===== src/rtl/io_bridge_if.sv =====
// Pipeline-side bundle for io_bridge: memory/IO strobes and data in, routed data and stall out.
// The master drives loads/stores and the raw peripheral inputs; the slave is the bridge.
interface io_bridge_if #(
   parameter int N_IN  = 4,
   parameter int N_OUT = 4
);
   logic                   m_read;
   logic                   m_write;
   logic                   io_read;
   logic                   io_write;
   logic [31:0]            addr_in;
   logic [31:0]            m_rdata;
   logic [31:0]            reg_wdata;
   logic [16*N_IN-1:0]     in_data;
   logic [31:0]            addr;
   logic [31:0]            r_data;
   logic [31:0]            w_data;
   logic                   io_stall;
   logic [16*N_OUT-1:0]    out_data;
   logic                   event_any;

   modport master (
      output m_read, m_write, io_read, io_write, addr_in, m_rdata, reg_wdata, in_data,
      input  addr, r_data, w_data, io_stall, out_data, event_any
   );

   modport slave (
      input  m_read, m_write, io_read, io_write, addr_in, m_rdata, reg_wdata, in_data,
      output addr, r_data, w_data, io_stall, out_data, event_any
   );
endinterface


===== src/rtl/io_bridge.sv =====
// Memory/IO bridge: routes loads and stores to data memory or to synchronised input channels,
// event flags and output latches, stalling the pipeline for the duration of an IO read.
module io_bridge #(
   parameter int          N_IN       = 4,
   parameter int          N_OUT      = 4,
   parameter int          RD_LAT     = 2,
   parameter logic [31:0] IDLE_WDATA = 32'hFFFF_FFFF
) (
   input logic        clk,
   input logic        rst,
   io_bridge_if.slave bus
);
   typedef enum logic [1:0] {
      ST_IDLE = 2'd0,
      ST_WAIT = 2'd1,
      ST_DONE = 2'd2
   } state_t;

   localparam logic [2:0] LAT = 3'(RD_LAT);

   state_t             state_q, state_d;
   logic [2:0]         cnt_q, cnt_d;
   logic [31:0]        rd_buf_q, rd_buf_d;
   logic               rd_load;
   logic [2:0]         ch;
   logic               ev_region;
   logic [16*N_IN-1:0] s_flat;
   logic [N_IN-1:0]    ev_vec;
   logic [15:0]        s_sel;
   logic               ev_sel;

   assign ch        = bus.addr_in[4:2];
   assign ev_region = bus.addr_in[5];

   genvar gi;

   generate
      for (gi = 0; gi < N_IN; gi++) begin : g_in
         logic [15:0] sync1_q, sync1_d;
         logic [15:0] sync2_q, sync2_d;
         logic [15:0] s_q, s_d;
         logic        ev_q, ev_d;

         // A change seen between sample and sync2 outranks a read-clear on the same edge.
         always_comb begin
            sync1_d = bus.in_data[16*gi +: 16];
            sync2_d = sync1_q;
            s_d     = sync2_q;
            ev_d    = ev_q;
            if (rd_load && ev_region && (ch == 3'(gi)))
               ev_d = 1'b0;
            if (s_q != sync2_q)
               ev_d = 1'b1;
         end

         always_ff @(posedge clk or posedge rst) begin
            if (rst) begin
               sync1_q <= '0;
               sync2_q <= '0;
               s_q     <= '0;
               ev_q    <= 1'b0;
            end else begin
               sync1_q <= sync1_d;
               sync2_q <= sync2_d;
               s_q     <= s_d;
               ev_q    <= ev_d;
            end
         end

         assign s_flat[16*gi +: 16] = s_q;
         assign ev_vec[gi]          = ev_q;
      end

      for (gi = 0; gi < N_OUT; gi++) begin : g_out
         logic [15:0] out_q, out_d;

         always_comb begin
            out_d = out_q;
            if (bus.io_write && !ev_region && (ch == 3'(gi)))
               out_d = bus.reg_wdata[15:0];
         end

         always_ff @(posedge clk or posedge rst) begin
            if (rst)
               out_q <= '0;
            else
               out_q <= out_d;
         end

         assign bus.out_data[16*gi +: 16] = out_q;
      end
   endgenerate

   // Channels with no matching index fall through to zero, which covers out-of-range reads.
   always_comb begin
      s_sel  = '0;
      ev_sel = 1'b0;
      for (int k = 0; k < N_IN; k++) begin
         if (ch == 3'(k)) begin
            s_sel  = s_flat[16*k +: 16];
            ev_sel = ev_vec[k];
         end
      end
   end

   always_ff @(posedge clk or posedge rst) begin
      if (rst) begin
         state_q  <= ST_IDLE;
         cnt_q    <= '0;
         rd_buf_q <= '0;
      end else begin
         state_q  <= state_d;
         cnt_q    <= cnt_d;
         rd_buf_q <= rd_buf_d;
      end
   end

   always_comb begin
      state_d = state_q;
      cnt_d   = cnt_q;
      rd_load = 1'b0;
      case (state_q)
         ST_IDLE: begin
            if (bus.io_read) begin
               if (LAT == 3'd0) begin
                  state_d = ST_DONE;
                  rd_load = 1'b1;
               end else begin
                  state_d = ST_WAIT;
                  cnt_d   = LAT;
               end
            end
         end
         ST_WAIT: begin
            if (cnt_q != 3'd0)
               cnt_d = cnt_q - 3'd1;
            if (cnt_q <= 3'd1) begin
               state_d = ST_DONE;
               rd_load = 1'b1;
            end
         end
         ST_DONE: state_d = ST_IDLE;
         default: state_d = ST_IDLE;
      endcase

      rd_buf_d = rd_buf_q;
      if (rd_load)
         rd_buf_d = ev_region ? {31'h0, ev_sel} : {16'h0, s_sel};
   end

   // Stall is gated by rst so the pipeline is released the moment reset asserts.
   always_comb begin
      bus.io_stall = 1'b0;
      if (!rst)
         bus.io_stall = (state_q == ST_WAIT) || ((state_q == ST_IDLE) && bus.io_read);

      if (state_q == ST_DONE)
         bus.r_data = rd_buf_q;
      else if (bus.io_read)
         bus.r_data = '0;
      else
         bus.r_data = bus.m_rdata;

      bus.w_data    = (bus.m_write || bus.io_write) ? bus.reg_wdata : IDLE_WDATA;
      bus.addr      = bus.addr_in;
      bus.event_any = |ev_vec;
   end
endmodule

===== src/flat_wrapper.sv =====
// flat-port wrapper written by rule: the top's interface ports become plain ports
module io_bridge_flat 
#(
   parameter int          N_IN       = 4,
   parameter int          N_OUT      = 4,
   parameter int          RD_LAT     = 2,
   parameter logic [31:0] IDLE_WDATA = 32'hFFFF_FFFF
)
  (clk, rst, bus_m_read, bus_m_write, bus_io_read, bus_io_write, bus_addr_in, bus_m_rdata, bus_reg_wdata, bus_in_data, bus_addr, bus_r_data, bus_w_data, bus_io_stall, bus_out_data, bus_event_any);
  io_bridge_if #(.N_IN(N_IN), .N_OUT(N_OUT)) bus_i ();
  input logic clk;
  input logic rst;
  input wire logic [$bits(bus_i.m_read)-1:0] bus_m_read;
  input wire logic [$bits(bus_i.m_write)-1:0] bus_m_write;
  input wire logic [$bits(bus_i.io_read)-1:0] bus_io_read;
  input wire logic [$bits(bus_i.io_write)-1:0] bus_io_write;
  input wire logic [$bits(bus_i.addr_in)-1:0] bus_addr_in;
  input wire logic [$bits(bus_i.m_rdata)-1:0] bus_m_rdata;
  input wire logic [$bits(bus_i.reg_wdata)-1:0] bus_reg_wdata;
  input wire logic [$bits(bus_i.in_data)-1:0] bus_in_data;
  output wire logic [$bits(bus_i.addr)-1:0] bus_addr;
  output wire logic [$bits(bus_i.r_data)-1:0] bus_r_data;
  output wire logic [$bits(bus_i.w_data)-1:0] bus_w_data;
  output wire logic [$bits(bus_i.io_stall)-1:0] bus_io_stall;
  output wire logic [$bits(bus_i.out_data)-1:0] bus_out_data;
  output wire logic [$bits(bus_i.event_any)-1:0] bus_event_any;
  assign bus_i.m_read = bus_m_read;
  assign bus_i.m_write = bus_m_write;
  assign bus_i.io_read = bus_io_read;
  assign bus_i.io_write = bus_io_write;
  assign bus_i.addr_in = bus_addr_in;
  assign bus_i.m_rdata = bus_m_rdata;
  assign bus_i.reg_wdata = bus_reg_wdata;
  assign bus_i.in_data = bus_in_data;
  assign bus_addr = bus_i.addr;
  assign bus_r_data = bus_i.r_data;
  assign bus_w_data = bus_i.w_data;
  assign bus_io_stall = bus_i.io_stall;
  assign bus_out_data = bus_i.out_data;
  assign bus_event_any = bus_i.event_any;
  io_bridge #(.N_IN(N_IN), .N_OUT(N_OUT), .RD_LAT(RD_LAT), .IDLE_WDATA(IDLE_WDATA)) u_core (.clk(clk), .rst(rst), .bus(bus_i));
endmodule

===== config.mk =====
export PLATFORM = sky130hd
export DESIGN_NAME = io_bridge_flat
export DESIGN_NICKNAME = d
export VERILOG_FILES = /design/src/rtl/io_bridge_if.sv /design/src/rtl/io_bridge.sv /design/src/flat_wrapper.sv
export SDC_FILE = /design/constraint.sdc
export NUM_CORES = 1
export LEC_CHECK = 0
export BUFFER_PORTS_ARGS = -buffer_cell sky130_fd_sc_hd__buf_2
export CORE_MARGIN = 1
export CORE_UTILIZATION = 54
export DETAILED_ROUTE_END_ITERATION = 8
export PLACE_DENSITY = 0.85
export SYNTH_ARGS = -nofsm -noshare
export SYNTH_HDL_FRONTEND = slang
export SYNTH_SLANG_ARGS = --single-unit

===== constraint.sdc =====
create_clock -name clk -period 31.1 [get_ports clk]
set_clock_uncertainty 0.2 [all_clocks]
set_input_delay 6.22 -clock clk [delete_from_list [all_inputs] [get_ports clk]]
set_output_delay 6.22 -clock clk [all_outputs]
set_load 0.1 [all_outputs]

After elaboration in Yosys (flattened, before gate mapping)
Index checks and enable logic that the tools add are counted.
Widths: inputs -> output; s select.
Storage, ports and cells
  register bits after elaboration: 297
  output and inout bits: 162
  logic and storage cells: 91
Operators by class
  add/sub/neg operators: 1
  $lt $le $gt $ge: 1
  eq/ne operators: 12
  muxes and demuxes: 29
  reduce and logical (&&, ||, !) cells: 25
Operators with widths (count)
  $mux 32: 3
  $mux 16: 5
  $ne 16x16->1: 4
  $mux 1: 15
  $logic_and 1x1->1: 11
  $reduce_bool 2->1: 5
  $eq 3x2->1 const B: 2
  $mux 3: 2
  $pmux 3 s2: 1
  $mux 2: 2
  $ne 2x1->1 const B: 2
  $pmux 2 s2: 1
  $reduce_or 4->1: 1
  $eq 3x1->1 const B: 1
  $le 3x1->1 const B: 1
  $logic_not 3->1: 1
  $reduce_and 3->1: 1
  $reduce_bool 3->1: 1
  $sub 3x1->3 const B: 1
  $eq 2x1->1 const B: 1
  $eq 2x2->1 const B: 1
  $logic_not 2->1: 1
  $logic_or 1x1->1: 2
  $ne 2x2->1 const B: 1
  2 further kinds: 2

Longest topological paths before layout
Gate-level depths: netlist of run 1.
  depth after elaboration: 7
  mapped depth: 7
  depth with buffers taken out: 6

Least setup slack after synthesis of run 1
OpenSTA, ideal clock, no wires.
  path type: input port to output port
  from: input port bus_io_read
  to: output port bus_r_data[10]
  data arrival time: 8.597 ns
  required time: 24.680 ns
  path slack: 16.083 ns
  stages on the path: 3
  buffers on the path: 1
  path through: clkbuf_1 nand2b_1 o21ai_0
On the way
  longest elaborated chain between the ends: 2
Ends and longest elaborated chain
  from (decl): line flat_wrapper.sv:15  | input wire logic [$bits(bus_i.io_read)-1:0] bus_io_read;
  $mux 32: line io_bridge.sv:159  | else if (bus.io_read)
  $mux 32: line io_bridge.sv:157  | if (state_q == ST_DONE)
  to (decl): line flat_wrapper.sv:22  | output wire logic [$bits(bus_i.r_data)-1:0] bus_r_data;
No other way between the ends.

Final worst setup path of run 1
  from: input port bus_io_write
  to: output port bus_w_data[2]
On the way
  longest elaborated chain between the ends: 2
Ends and longest elaborated chain
  from (decl): line flat_wrapper.sv:16  | input wire logic [$bits(bus_i.io_write)-1:0] bus_io_write;
  $logic_or 1x1->1: line io_bridge.sv:164  | bus.w_data = (bus.m_write || bus.io_write) ? bus.reg_wdata : IDLE_WDATA;
  $mux 32: line io_bridge.sv:164
  to (decl): line flat_wrapper.sv:23  | output wire logic [$bits(bus_i.w_data)-1:0] bus_w_data;
No other way between the ends.

==> impl_metrics.yaml, run 1 <==
setup_path:
  worst-path-max-fanout: 32
  worst_setup_path_end_kind: "primary output"
  cpPeakStageDelay_ps: 680
  path_cells: "buf_2 -> nor2_2 -> or2_2 -> buf_2"
  cpMostUsedCell: "buf_2"
  cp.required_ps: 24680
  arrival_ps: 7760
  worstSetupStartpointType: "input pin"
  worst-setup-path-type: "in -> out"
  worst_path_max_delay_cell: "nor2_2"
yosys:
  synthFlopType: "dfrtp_1"
  synthArstFlopShare_pct: 100
  synth_seq_area_share_pct: 69.0
  synth_edf_count: 0
  ys_seq_elements: 281
  synth_top_cell_by_area: "dfrtp_1"
  ys_top_cells_by_area: "dfrtp_1, mux2_2, xnor2_1, buf_4, or2_2"
  yosys_warnings: 0
  syn-mean-instance-area_um2: 14.4
  synth_cell_types: 38
  syn-instance-count: 710
  syn_area_um2: 10200
  synthTopCellsByCount: "dfrtp_1, xnor2_1, mux2_2"
  yosysMostFrequentCell: "dfrtp_1"
  yosysTopAreaCellShare_pct: 69.0
  syn_nets: 879
power_and_ir_drop:
  power.density_nw_per_um2: 90.9
  power.total_mw: 1.14
  cellLeakagePower_nw: 5.87
  ir_drop_mv: 0.0500
placement:
  dpl_cell_area_um2: 11500
  post-place-ws_ps: 16610
  hpwl_um: 17500
  numPortBuffers: 270
  dp.cells: 1156
  gp_congestion: 0.821
drt:
  avgRoutedWirePerCell_um: 20.7
  first_iter_violations: 461
  vias_per_cell: 5.39
  drc: 0
  drt-total-wl_um: 25000
  ant_nets: 0
  vias: 6500
  firstDrtPassIters: 4
global_routing:
  grt_pass1_vias: 6622
  antenna_found_initial: 2
  grt_pass1_wl_um: 37800
  grt_max_degree: 148
  gr-total-overflow: 0
  grt_use_total_pct: 26.1
cts:
  cts.hold.buffers_added: 0
  cts_max_level: 1
  clockBufferDepth: 3
  cts-resized-gates: 0
  postCtsSetupRepairBufs: 0
  cts_buffers: 27
  ctsRootBufferMaster: "clkbuf_16"
  cts_sinks: 281
  clk_latency_ps: 550
  cts.clk_slew.worst_paths_ps: 60
  cts_tree: "done"
sta:
  slew_headroom_pct: 19.2
  tightest_slew_ps: 1210
  drv_slew: 0
  finalCritPeriodShare_pct: 45.6
  hold_slack_ps: 146
  fmax_ghz: 0.0705
  worst_slack_ps: 16920
  tns_ps: 0
  finalHoldViolations: 0
  rsz0062_at_grt: "no"
  final.min_clock_period_ps: 14180
  setup_viol: 0
cells_and_area:
  syn_to_final_growth_pct: 22.8
  fin_util_pct: 68.7
  finalNonFillerCells: 1205
  nNetsFinal: 1125
  n_antenna_cell: 0
  design_area_um2: 12500
  drive_above_1_share_pct: 42.7
die:
  die_area_um2: 19400
  die_h_um: 139
  num_rows: 49
  core_um2: 18200
  start_util_pct: 56.0
  die_w_um: 139
  io_pins: 328
hold_path:
  hp-class: "reg -> reg"
run:
  drv_cap: 0
outcome:
  status: "complete, no violations"
placed cells by master (no fill, tap or decap), types with 7 or more instances in the layout:
cell type  count
o31ai_1       18
a211oi_1      14
buf_2        270
xnor2_1       64
clkbuf_16     27
o21ai_0       17
o221ai_1      14
mux2_1        10
clkbuf_8       7
nand2_1       37
mux2_2        56
and2_1        30
nand2b_1      18
or2_2         32
nand4_1       19
dfrtp_1      281
registers in the layout (all words and copies together), names as in the netlist:
signal,cells
u_core.g_in.sync1_q,64
u_core.cnt_q,3
u_core.g_out.out_q,64
u_core.g_in.s_q,64
u_core.state_q,2
u_core.rd_buf_q,16
u_core.g_in.s_d,64
u_core.g_in.ev_q,4
per-layer routing:
metal	global-route usage, %	vias to the layer above	share of wire, %
met5	0	-	0.11
met4	11.6	4	4.3
met3	5.06	88	6.1
met2	44.4	290	50
met1	32.6	3231	39
li1	-	2887	-
report_power, final:
group          switching (mW)  internal [mW]  total [mW]
Clock                   0.135          0.218       0.353
Combinational           0.282         0.0662       0.348
Sequential             0.0276          0.410       0.437
Total                   0.445          0.694        1.14
area by class of cell:
cell class | count | area [um^2]
well taps | 229 | 287
inverters | 8 | 37.5
clock buffers | 37 | 783
flip-flops and latches | 281 | 7030
clock inverters | 12 | 200
repair buffers | 275 | 1390
multi-input cells | 363 | 2790
fillers | 1196 | 5690
kinds of logic after synthesis:
group	after synthesis	synth area share [%]
xor+xnor	64	5.50
flops	281	69.0
compound gates	76	5.39
mux	69	7.71
buf+inv	66	3.71
simple gates	151	8.36
fa+ha+maj	3	0.368
worst max-delay path: cells and delay by family:
family                 cells  cell delay, ps
AND/OR/NAND/NOR            2             950
buffers and inverters      2             580
path summary, 6_finish.rpt:
path	startpoint	end	slack, ps	depth (start not counted)
worst max-delay path	bus_io_write	bus_w_data[2]	16920	4
worst min-delay path	u_core.g_in[3].sync1_q[7]$_DFF_PP0_	u_core.g_in[3].s_d[7]$_DFF_PP0_	150	0
worst max register to register	u_core.cnt_q[1]$_DFFE_PP0P_	u_core.g_in[0].ev_q$_DFFE_PP0P_	29140	7
worst min register to register	u_core.g_in[3].sync1_q[7]$_DFF_PP0_	u_core.g_in[3].s_d[7]$_DFF_PP0_	150	0
max in group asynchronous	rst	u_core.g_in[0].s_q[10]$_DFF_PP0_	23440	3
min in group asynchronous	rst	u_core.state_q[0]$_DFFE_PP0P_	5740	2
(Power assumes the default switching activity.)
==> run 2, diff against run 1 <==
Settings changed: ABC_AREA from default to 1, CORE_UTILIZATION 54 to 51, PLACE_DENSITY 0.85 to 0.81.
Clock period 31.1 ns to 14.64 ns, I/O delays scaled along.
==> impl_metrics.yaml, run 2 <==
cells_and_area:
  design_area_um2: 12800
  final_cell_mix: "dfrtp_1, buf_2, nand2_1"
  fill_cells: 1574
  nNetsFinal: 1419
  fin_util_pct: 63.0
  drive_above_1_share_pct: 27.7
  final_common_cell: "dfrtp_1"
  seqCellArea_um2: 7030
  multi_input_area_um2: 2740
  syn_to_final_growth_pct: 21.0
  finalNonFillerCells: 1544
yosys:
  syn-mean-instance-area_um2: 10.4
  yosysTopAreaCellShare_pct: 66.7
  synth_top_cell_by_area: "dfrtp_1"
  yosys_warnings: 0
  syn_nets: 1180
  syn-instance-count: 1011
  synthFlopType: "dfrtp_1"
  ys_top_cells_by_area: "dfrtp_1, nand2_1, xor2_1, nor2_1, inv_1"
  synthArstFlopShare_pct: 100
  syn_area_um2: 10500
  synth_seq_area_share_pct: 66.7
  ys_seq_elements: 281
  synthTopCellsByCount: "dfrtp_1, nand2_1, nor2_1"
  synth_edf_count: 0
  synth_cell_types: 32
  yosysMostFrequentCell: "dfrtp_1"
cts:
  cts_sinks: 281
  ctsRootBufferMaster: "clkbuf_16"
  clockBufferDepth: 3
  cts_tree: "done"
  postCtsSetupRepairBufs: 0
  cts_max_level: 1
  cts.clk_slew.worst_paths_ps: 60
  clk_latency_ps: 540
  cts.hold.buffers_added: 0
  cts-resized-gates: 0
  cts_buffers: 28
global_routing:
  grt_pass1_wl_um: 37800
  grt_use_met1_pct: 28.9
  antenna_found_initial: 2
  grt_pass1_vias: 7430
  gr-total-overflow: 0
  grt_use_total_pct: 22.6
  use_met3_pct: 3.89
  grt_use_met2_pct: 38.1
  grt_max_degree: 147
  top_usage_layer: "met2"
die:
  core_um2: 20200
  die_area_um2: 21200
  die_h_um: 146
  num_rows: 52
  start_util_pct: 52.1
  io_pins: 328
  die_w_um: 146
placement:
  gp_congestion: 0.832
  dpl_cell_area_um2: 11800
  numPortBuffers: 270
  post-place-ws_ps: 7160
  hpwl_um: 16800
  dp.cells: 1490
drt:
  vias_per_cell: 4.88
  drt-total-wl_um: 23600
  vias: 7530
  drc: 0
  first_iter_violations: 414
  firstDrtPassIters: 6
  avgRoutedWirePerCell_um: 15.3
  ant_nets: 0
run:
  drv_cap: 0
sta:
  tns_ps: 0
  hold_slack_ps: 146
  finalCritPeriodShare_pct: 51.1
  rsz0062_at_grt: "no"
  finalHoldViolations: 0
  worst_slack_ps: 7160
  slew_headroom_pct: 35.2
  tightest_slew_ps: 972
  fmax_ghz: 0.134
  setup_viol: 0
  final.min_clock_period_ps: 7480
  drv_slew: 0
setup_path:
  worst-setup-path-type: "in -> out"
  worst_setup_path_end_kind: "primary output"
  worst-path-max-fanout: 18
  cpPeakStageDelay_ps: 580
  worstSetupStartpointType: "input pin"
  cpMostUsedCell: "buf_2"
  arrival_ps: 4350
  cp.required_ps: 11510
  path_cells: "buf_2 -> clkinv_1 -> nand2_1 -> nor2_1 -> buf_2"
  worst_path_max_delay_cell: "nand2_1"
hold_path:
  hp-class: "reg -> reg"
power_and_ir_drop:
  ir_drop_mv: 0.126
  power.density_nw_per_um2: 179
  power.total_mw: 2.29
  cellLeakagePower_nw: 6.88
outcome:
  status: "complete, no violations"
==> run 2: cell types whose count changed in the layout (fill, tap and decap cells not counted), moves of 48 or more <==
cell | before | now
nand2_1 | 37 | 256
nor2_1 | 4 | 105
inv_1 | 5 | 84
xnor2_1 | 64 | 0
mux2_2 | 56 | 0
nand3_1 | 1 | 53
xor2_1 | 0 | 48
==> run 2: cells by family after synthesis <==
logic type               Yosys count  synth area share [%]
flip-flops                       281                  66.7
AO/OA/AOI/OAI                     89                  4.73
AND/OR/NAND/NOR                  436                  17.0
buffers and inverters            154                  7.22
XOR/XNOR                          48                  3.99
adder cells (fa/ha/maj)            3                 0.356
==> run 2: final cells by class <==
cell class | count | area share (%)
antenna | 2 | 0.0393
timing repair buffer | 272 | 10.7
inverter | 91 | 2.76
sequential | 281 | 55.1
clock inverter | 14 | 0.991
tap | 270 | 2.65
multi-input combinational | 576 | 21.5
clock buffer | 38 | 6.18
==> run 2: per-layer routing <==
layer	routed length [um]	vias up	part of all wire, %
li1	-	3579	-
met1	9520	3555	40
met2	11500	333	49
met3	1600	63	6.8
met4	888	0	3.8
met5	0	-	0
==> run 2: critical path, delay by kind of cell <==
family                 cells  cell delay, ps
buffers and inverters      3             740
AND/OR/NAND/NOR            2             670
==> run 2: final timing paths <==
path / to / slack, ps / from / cells after the start
max in group asynchronous: u_core.g_out[3].out_q[14]$_DFFE_PP0P_ / 10350 / rst / 3
setup / recovery: bus_r_data[23] / 7160 / bus_io_read / 5
hold / removal: u_core.g_in[1].s_d[0]$_DFF_PP0_ / 150 / u_core.g_in[1].sync1_q[0]$_DFF_PP0_ / 0
min in group asynchronous: u_core.rd_buf_q[10]$_DFFE_PP0P_ / 2410 / rst / 2
hold reg to reg: u_core.g_in[1].s_d[0]$_DFF_PP0_ / 150 / u_core.g_in[1].sync1_q[0]$_DFF_PP0_ / 0
setup reg to reg: u_core.rd_buf_q[10]$_DFFE_PP0P_ / 12460 / u_core.state_q[1]$_DFFE_PP0P_ / 5
==> run 2: where the power goes <==
part | leakage (nW) | internal [mW] | switching (mW) | total [mW]
Clock | 0.449 | 0.398 | 0.293 | 0.691
Combinational | 3.07 | 0.110 | 0.560 | 0.671
Sequential | 3.36 | 0.867 | 0.0596 | 0.926
Total | 6.88 | 1.38 | 0.913 | 2.29
==> run 3, diff against run 2 <==
Settings changed: CORE_UTILIZATION 51 to 46, PLACE_DENSITY 0.81 to 0.77.
Clock period 14.64 ns to 6.4 ns, I/O delays scaled along.
==> impl_metrics.yaml, run 3 (same netlist as run 2, synthesis figures left out) <==
die:
  die_area_um2: 23500
  core_um2: 22600
  die_w_um: 153
  io_pins: 328
  num_rows: 55
  start_util_pct: 46.7
  die_h_um: 153
power_and_ir_drop:
  power.density_nw_per_um2: 416
  power.total_mw: 5.34
  ir_drop_mv: 0.278
  cellLeakagePower_nw: 6.91
sta:
  fmax_ghz: 0.238
  finalHoldViolations: 0
  rsz0062_at_grt: "no"
  setup_viol: 0
  finalCritPeriodShare_pct: 65.8
  tightest_slew_ps: 907
  tns_ps: 0
  final.min_clock_period_ps: 4210
  drv_slew: 0
  slew_headroom_pct: 39.4
setup_path:
  worst_setup_path_end_kind: "primary output"
  worst-setup-path-type: "in -> out"
  worstSetupStartpointType: "input pin"
  worst-path-max-fanout: 18
  r2r_cells: 5
  cp.required_ps: 4920
  arrival_ps: 2730
placement:
  hpwl_um: 17100
  gp_congestion: 0.817
  numPortBuffers: 270
cts:
  cts_buffers: 28
  cts_sinks: 281
  clockBufferDepth: 3
  cts-resized-gates: 0
  cts.clk_slew.worst_paths_ps: 60
  clk_latency_ps: 530
  cts.hold.buffers_added: 0
  ctsRootBufferMaster: "clkbuf_16"
  cts_tree: "done"
  postCtsSetupRepairBufs: 0
  cts_max_level: 1
outcome:
  status: "complete, no violations"
run:
  drv_cap: 0
cells_and_area:
  fill_cells: 1929
  nNetsFinal: 1420
  syn_to_final_growth_pct: 22.0
  drive_above_1_share_pct: 27.6
  final_cell_mix: "dfrtp_1, buf_2, nand2_1"
  final_common_cell: "dfrtp_1"
global_routing:
  grt_max_degree: 136
  gr-total-overflow: 0
  antenna_found_initial: 1
  grt_pass1_wl_um: 37900
  grt_use_total_pct: 20.7
  grt_pass1_vias: 7404
drt:
  firstDrtPassIters: 5
  vias: 7462
  drc: 0
  avgRoutedWirePerCell_um: 15.3
  ant_nets: 0
  drt-total-wl_um: 23900
  first_iter_violations: 451
  vias_per_cell: 4.79
hold_path:
  hp-class: "reg -> reg"
  hold_depth: 0
run 3: final cells by class:
| cell class | count | area [um^2] | area share [%] |
|---|---|---|---|
| clock inverter | 12 | 178 | 1.38 |
| timing repair buffer | 273 | 1400 | 10.9 |
| antenna | 1 | 2.50 | 0.0195 |
| sequential | 281 | 7030 | 54.7 |
| inverter | 91 | 348 | 2.71 |
| multi-input combinational | 576 | 2740 | 21.4 |
| tap | 285 | 357 | 2.77 |
| clock buffer | 39 | 792 | 6.16 |
run 3: path summary, 6_finish.rpt:
check,slack (ps),start,endpoint
max,2190,bus_io_read,bus_r_data[25]
min,130,u_core.g_in[3].sync1_q[11]$_DFF_PP0_,u_core.g_in[3].s_d[11]$_DFF_PP0_
max reg2reg,4320,u_core.state_q[1]$_DFFE_PP0P_,u_core.rd_buf_q[3]$_DFFE_PP0P_
min reg2reg,130,u_core.g_in[3].sync1_q[11]$_DFF_PP0_,u_core.g_in[3].s_d[11]$_DFF_PP0_
max in group asynchronous,4070,rst,u_core.g_in[1].s_d[13]$_DFF_PP0_
min in group asynchronous,740,rst,u_core.g_in[1].sync1_q[7]$_DFF_PP0_
run 3: layer usage:
layer	part of all wire, %	vias to the layer above	GRT usage (%)
li1	-	3580	-
met1	41	3516	25.5
met2	50	323	36.9
met3	6.6	43	3.88
met4	2.3	0	6.38
met5	0	-	0
run 3: report_power, final:
| group | leakage [nW] | internal (mW) | switching, mW |
|---|---|---|---|
| Clock | 0.475 | 1.03 | 0.660 |
| Sequential | 3.36 | 1.98 | 0.141 |
| Combinational | 3.08 | 0.254 | 1.28 |
| Total | 6.91 | 3.26 | 2.08 |
run 3: critical path, stage by stage:
cell and delay (ps):
buf_2 80, clkinv_1 360, nand2_1 600, nor2_1 90, buf_2 310
run 3: stage by stage:
stage / area, um^2 / hold WS (ps) / instances / setup slack [ps] / utilization [%]
after floorplan: 10500 / 131 / 1011 / 1200 / -
after global placement: 11900 / 134 / 1506 / 2270 / 52.6
after detailed placement: 11900 / 135 / 1506 / 2200 / 52.6
after CTS: 12800 / 144 / 1557 / 2160 / 56.9
after global routing: 12900 / 145 / 1558 / 1990 / 56.9
final: 12900 / 135 / 1558 / 2190 / 56.9
